**src/rtl/freq_gate_controller.sv**
```systemverilog
// Gated edge counter: sync IN, count rising edges over GATE_CYCLES, hand off result.
// Define FREQ_SAT_EN to saturate the counter instead of wrapping.
module freq_gate_controller #(
   parameter int unsigned GATE_CYCLES = 100_000_000,
   parameter int          CNT_W       = 12
) (
   input  logic             CLK,
   input  logic             RST,
   input  logic             IN,
   input  logic             EN,
   input  logic             ready,
   output logic [CNT_W-1:0] bnum,
   output logic             valid,
   output logic             OVF,
   output logic             GATE
);

   typedef enum logic [2:0] {
      S_IDLE,
      S_ARM,
      S_COUNT,
      S_LATCH,
      S_HOLD
   } state_t;

   localparam logic [31:0]      LAST_T = 32'(GATE_CYCLES - 1);
   localparam logic [CNT_W-1:0] MAX_C  = '1;

   state_t           r_state;
   state_t           w_next;
   logic             r_s1;
   logic             r_s2;
   logic             r_s3;
   logic [CNT_W-1:0] r_cnt;
   logic             r_ovf;
   logic [31:0]      r_timer;
   logic [CNT_W-1:0] r_bnum;
   logic             r_valid;
   logic             r_ovf_out;
   logic             w_edge;
   logic             w_last;

   assign w_edge = r_s2 & ~r_s3;
   assign w_last = (r_timer == LAST_T);

   assign bnum  = r_bnum;
   assign valid = r_valid;
   assign OVF   = r_ovf_out;
   assign GATE  = (r_state == S_COUNT);

   always_ff @(posedge CLK) begin
      if (RST) begin
         r_state <= S_IDLE;
      end else begin
         r_state <= w_next;
      end
   end

   always_comb begin
      w_next = r_state;
      unique case (r_state)
         S_IDLE:  if (EN) w_next = S_ARM;
         S_ARM:   w_next = EN ? S_COUNT : S_IDLE;
         S_COUNT: begin
            if (!EN)
               w_next = S_IDLE;
            else if (w_last)
               w_next = S_LATCH;
         end
         S_LATCH: w_next = S_HOLD;
         S_HOLD: begin
            if (r_valid && ready)
               w_next = EN ? S_ARM : S_IDLE;
         end
         default: w_next = S_IDLE;
      endcase
   end

   always_ff @(posedge CLK) begin
      if (RST) begin
         r_s1      <= 1'b0;
         r_s2      <= 1'b0;
         r_s3      <= 1'b0;
         r_cnt     <= '0;
         r_ovf     <= 1'b0;
         r_timer   <= '0;
         r_bnum    <= '0;
         r_valid   <= 1'b0;
         r_ovf_out <= 1'b0;
      end else begin
         r_s1 <= IN;
         r_s2 <= r_s1;
         r_s3 <= r_s2;
         unique case (r_state)
            S_IDLE: begin
               r_cnt   <= '0;
               r_timer <= '0;
            end
            S_ARM: begin
               r_cnt   <= '0;
               r_ovf   <= 1'b0;
               r_timer <= '0;
            end
            S_COUNT: begin
               r_timer <= r_timer + 32'd1;
               if (w_edge) begin
                  if (r_cnt == MAX_C) begin
                     r_ovf <= 1'b1;
`ifdef FREQ_SAT_EN
                     r_cnt <= r_cnt;
`else
                     r_cnt <= '0;
`endif
                  end else begin
                     r_cnt <= r_cnt + 1'b1;
                  end
               end
            end
            S_LATCH: begin
               r_bnum    <= r_cnt;
               r_ovf_out <= r_ovf;
               r_valid   <= 1'b1;
            end
            S_HOLD: begin
               if (r_valid && ready)
                  r_valid <= 1'b0;
            end
            default: begin
               r_cnt <= '0;
            end
         endcase
      end
   end

endmodule

```
**config.mk**
```make
export PLATFORM = sky130hd
export DESIGN_NAME = freq_gate_controller
export DESIGN_NICKNAME = d
export VERILOG_FILES = /design/src/rtl/freq_gate_controller.sv
export SDC_FILE = /design/constraint.sdc
export NUM_CORES = 1
export LEC_CHECK = 0
export ABC_CLOCK_PERIOD_IN_PS = 2500
export CORE_UTILIZATION = 58
export CTS_CLUSTER_SIZE = 10
export DETAILED_ROUTE_END_ITERATION = 8
export GPL_TIMING_DRIVEN = 0
export PLACE_DENSITY = 0.84
export SETUP_SLACK_MARGIN = 0.1
export SYNTH_ARGS = -nofsm -noshare
export SYNTH_HDL_FRONTEND = slang
export SYNTH_SLANG_ARGS = --single-unit
```
**constraint.sdc**
```tcl
create_clock -name CLK -period 2.5 [get_ports CLK]
set_input_delay 0.75 -clock CLK [delete_from_list [all_inputs] [get_ports CLK]]
set_output_delay 0.75 -clock CLK [all_outputs]
set_load 0.01 [all_outputs]
```
==> flow_results.xml <==
<?xml version="1.0" encoding="UTF-8"?>
<metrics>
  <group name="detailed_routing">
    <metric name="postRouteWirelength" unit="um">7460</metric>
    <metric name="route.vias.total" unit="">2869</metric>
    <metric name="first_iter_violations" unit="">276</metric>
    <metric name="detail_route.wl_per_cell" unit="um">15.8</metric>
    <metric name="detail-route-antenna-nets" unit="">0</metric>
    <metric name="routed_via_density" unit="">6.07</metric>
    <metric name="drt_first_pass_iters" unit="">5</metric>
    <metric name="post_route_drc" unit="">0</metric>
  </group>
  <group name="grt">
    <metric name="globalRouteOverflowTotal" unit="">0</metric>
    <metric name="wire_length_of_the_first_global_routing_pass" unit="um">11600</metric>
    <metric name="grt_antenna_before_repair" unit="">0</metric>
    <metric name="grt_start_max_net_pins" unit="">11</metric>
    <metric name="first_global_vias" unit="">2486</metric>
    <metric name="gr-usage-all-layers" unit="">0.284</metric>
  </group>
  <group name="clock_tree">
    <metric name="clkSinkCount" unit="">65</metric>
    <metric name="clk_latency" unit="ps">340</metric>
    <metric name="ctsRootBufferMaster" unit="">clkbuf_8</metric>
    <metric name="cts-buffers-inserted" unit="">9</metric>
    <metric name="clkSlewWorstSetupHoldPaths" unit="ps">70</metric>
    <metric name="htree_levels" unit="">3</metric>
    <metric name="cts_max_path_buffers" unit="">2</metric>
    <metric name="cts_tree" unit="">built</metric>
  </group>
  <group name="finish">
    <metric name="multi_input_area" unit="um2">1580</metric>
    <metric name="final_common_cell" unit="">dfxtp_1</metric>
    <metric name="insertedDiodeCount" unit="">0</metric>
    <metric name="design_area" unit="um2">3490</metric>
    <metric name="seqCellArea" unit="um2">1300</metric>
    <metric name="post_layout_nonfiller_instances" unit="">473</metric>
    <metric name="layout.cells.most_common_list" unit="">dfxtp_1, nand2_1, nor2_1, a21oi_1, nand3_1</metric>
    <metric name="nNetsFinal" unit="">410</metric>
    <metric name="finalCoreUtilization" unit="">0.719</metric>
    <metric name="areaGrowthSynthToFinish" unit="%">16.9</metric>
    <metric name="proportion_of_layout_cells_with_a_drive_suffix_above_1" unit="">0.101</metric>
    <metric name="n_fill_cell" unit="">386</metric>
  </group>
  <group name="worst_setup_path">
    <metric name="crit_path_max_fo" unit="">9</metric>
    <metric name="critPathSlowestCell" unit="">dfxtp_1</metric>
    <metric name="arr_time_crit_path" unit="ps">1610</metric>
    <metric name="worst-path-buf-inv" unit="">5</metric>
    <metric name="critical_path_class" unit="">flop to primary output</metric>
    <metric name="worstPathRequired" unit="ps">1750</metric>
    <metric name="worstPathCellList" unit="">buf_6, and2b_2, nand2b_1, buf_6, inv_2, buf_6, clkdlybuf4s15_2</metric>
    <metric name="worst_path_most_repeated_cell" unit="">buf_6</metric>
    <metric name="timing.critical_path.max_delay_family" unit="">buffers and inverters</metric>
    <metric name="worst_setup_path_end_kind" unit="">primary output</metric>
    <metric name="max_stage_delay" unit="ps">350</metric>
    <metric name="timing.rr.start" unit="">r_timer[0]$_SDFFE_PP0P_</metric>
    <metric name="critical_path.startpoint_type" unit="">flop</metric>
    <metric name="startpoint" unit="">r_state[1]$_SDFFE_PP0P_</metric>
  </group>
  <group name="placement">
    <metric name="dpl-instance-area" unit="um2">3250</metric>
    <metric name="dp_cells" unit="">454</metric>
    <metric name="dp.final_hpwl" unit="um">5030</metric>
    <metric name="port_buffers" unit="">18</metric>
    <metric name="gp_congestion" unit="">1.00</metric>
  </group>
  <group name="power">
    <metric name="share_seq_of_total_power" unit="">0.529</metric>
    <metric name="combinational_power_share" unit="">0.037</metric>
    <metric name="p_switching" unit="uW">433</metric>
    <metric name="internal_pwr_total" unit="uW">1540</metric>
    <metric name="worst_ir_drop_vdd" unit="mV">0.469</metric>
    <metric name="power.share.clock" unit="">0.434</metric>
    <metric name="totalPowerFinal" unit="uW">1970</metric>
    <metric name="sw_frac_of_total" unit="">0.220</metric>
    <metric name="p_leak" unit="uW">0.00112</metric>
    <metric name="p_per_area" unit="nW/um2">566</metric>
  </group>
  <group name="yosys">
    <metric name="sequential_fraction_of_the_synthesis_area" unit="">0.436</metric>
    <metric name="ys_ff_latch" unit="">65</metric>
    <metric name="yosysTopAreaCell" unit="">dfxtp_1</metric>
    <metric name="area_share_of_xor_xnor_cells_in_the_synthesized_design" unit="">0.0617</metric>
    <metric name="mappedNetlistArea" unit="um2">2980</metric>
    <metric name="dominant_combinational_cell_family_by_area_after_synthesis" unit="">simple AND/OR/NAND/NOR gates</metric>
    <metric name="asyncSetResetFlopFracSynth" unit="">0</metric>
    <metric name="yosysWarningCount" unit="">0</metric>
    <metric name="synth_fp_nets" unit="">376</metric>
    <metric name="synth_compound_gate_area_share" unit="">0.152</metric>
    <metric name="syn-mean-instance-area" unit="um2">8.08</metric>
    <metric name="synth_top_flop_cell" unit="">dfxtp_1</metric>
    <metric name="synthSimpleGateAreaFrac" unit="">0.304</metric>
    <metric name="syn-instance-count" unit="">369</metric>
    <metric name="synth.top_cell.area_share" unit="">0.436</metric>
    <metric name="synth.distinct_cells" unit="">51</metric>
    <metric name="post_synth_main_area_contributors" unit="">dfxtp_1, nand2_1, nor2_1</metric>
    <metric name="post_synth_mux_area_share" unit="">0.00336</metric>
    <metric name="synth-adder-area-share" unit="">0.00839</metric>
    <metric name="number_of_synthesized_flops_with_an_enable_pin" unit="">0</metric>
  </group>
  <group name="timing">
    <metric name="fin_worst_hold_slack" unit="ps">434</metric>
    <metric name="slew_viol_final" unit="">0</metric>
    <metric name="finalSetupViolCount" unit="">0</metric>
    <metric name="clock_skew" unit="ps">10.9</metric>
    <metric name="fmax" unit="GHz">0.424</metric>
    <metric name="slew-limit-headroom" unit="">0.453</metric>
    <metric name="post_route_fraction_of_the_period_consumed_by_the_critical_path" unit="">0.944</metric>
    <metric name="final.min_clock_period" unit="ps">2360</metric>
    <metric name="tightest_slew" unit="ps">813</metric>
    <metric name="hold_violations" unit="">0</metric>
    <metric name="rsz0062_at_grt" unit="">false</metric>
  </group>
  <group name="die">
    <metric name="fp.dieH" unit="um">73.7</metric>
    <metric name="floorplan.die.width" unit="um">73.7</metric>
    <metric name="initial_core_utilization" unit="">0.615</metric>
    <metric name="io_pins" unit="">20</metric>
    <metric name="core.rowCount" unit="">25</metric>
    <metric name="core_region_area" unit="um2">4850</metric>
    <metric name="fp.dieArea" unit="um2">5430</metric>
  </group>
  <group name="status">
    <metric name="status" unit="">complete, no violations</metric>
  </group>
  <group name="min_path">
    <metric name="hold_start" unit="">r_s1$_SDFF_PP0_</metric>
    <metric name="holdCritPathClass" unit="">flop to flop</metric>
  </group>
  <group name="job">
    <metric name="cap_violations" unit="">0</metric>
  </group>
</metrics>
-- path summary, 6_finish.rpt --
check / end / slack (ps) / depth (start not counted)
min: r_s2$_SDFF_PP0_ / 430 / 1
min reg2reg: r_s2$_SDFF_PP0_ / 430 / 1
max reg2reg: r_timer[20]$_SDFFE_PP0P_ / 280 / 6
max: GATE / 140 / 7
-- cell usage after synthesis (2+ instances only) --
master	number
dfxtp_1	65
nand2_1	53
nor2_1	43
a21oi_1	27
nand3_1	21
o21ai_0	19
nand4_1	17
xor2_1	14
a31oi_1	9
clkbuf_1	9
nor3_1	8
nor4_1	8
xnor2_1	7
buf_2	6
inv_1	6
and3_1	5
or4_1	5
a211oi_1	4
a311oi_1	3
nand2b_1	3
nor2b_1	3
ha_1	2
o211ai_1	2
o22a_1	2
or3_1	2
-- cell type report --
class | instances | share of cell area
buffer | 17 | 0.0262
clock buffer | 10 | 0.0395
clock inverter | 4 | 0.0129
inverter | 7 | 0.00754
multi-input combinational | 280 | 0.453
sequential | 65 | 0.374
tap | 67 | 0.0240
timing repair buffer | 23 | 0.0628
-- logic make-up after synthesis --
logic type               count (synthesis)
flip-flops                              65
AND/OR/NAND/NOR                        181
buffers and inverters                   24
AO/OA/AOI/OAI                           75
multiplexers                             1
XOR/XNOR                                21
adder cells (fa/ha/maj)                  2
-- power groups by stage --
stage | combinational, uW | clock [uW] | sequential [uW]
2_1_floorplan | 43.8 | 0 | 1070
3_3_place_gp | 62.9 | 0 | 1070
3_5_place_dp | 64.6 | 0 | 1070
4_1_cts | 68.3 | 860 | 1040
5_1_grt | 78.7 | 897 | 1040
6_report | 72.4 | 856 | 1040
-- state kept, by name (all words and copies together), names as in the netlist --
name / flops
r_s2: 1
r_timer: 32
r_state: 3
r_s3: 1
r_ovf: 1
valid: 1
r_cnt: 12
bnum: 12
OVF: 1
r_s1: 1
-- stage by stage --
stage                     worst slack [ps]  TNS [ps]
after CTS                              119         0
final                                  141         0
after global routing                  99.7         0
after floorplan                        651         0
after detailed placement              -119      -119
after global placement               -55.8     -55.8
-- per-layer routing --
layer	track usage	wire, um	vias up
li1	-	-	1390
met5	0	0	-
met3	0.0645	490	21
met2	0.433	3430	123
met1	0.375	3350	1335
met4	0.147	193	0
-- what timing repair did --
action | in CTS | in global routing
resized for setup | 9 | 1
setup endpoints to repair | 1 | 1
hold buffers | 0 | 0
buffers inserted | 2 | 3
Note: power is estimated with default switching activity, not from simulation.
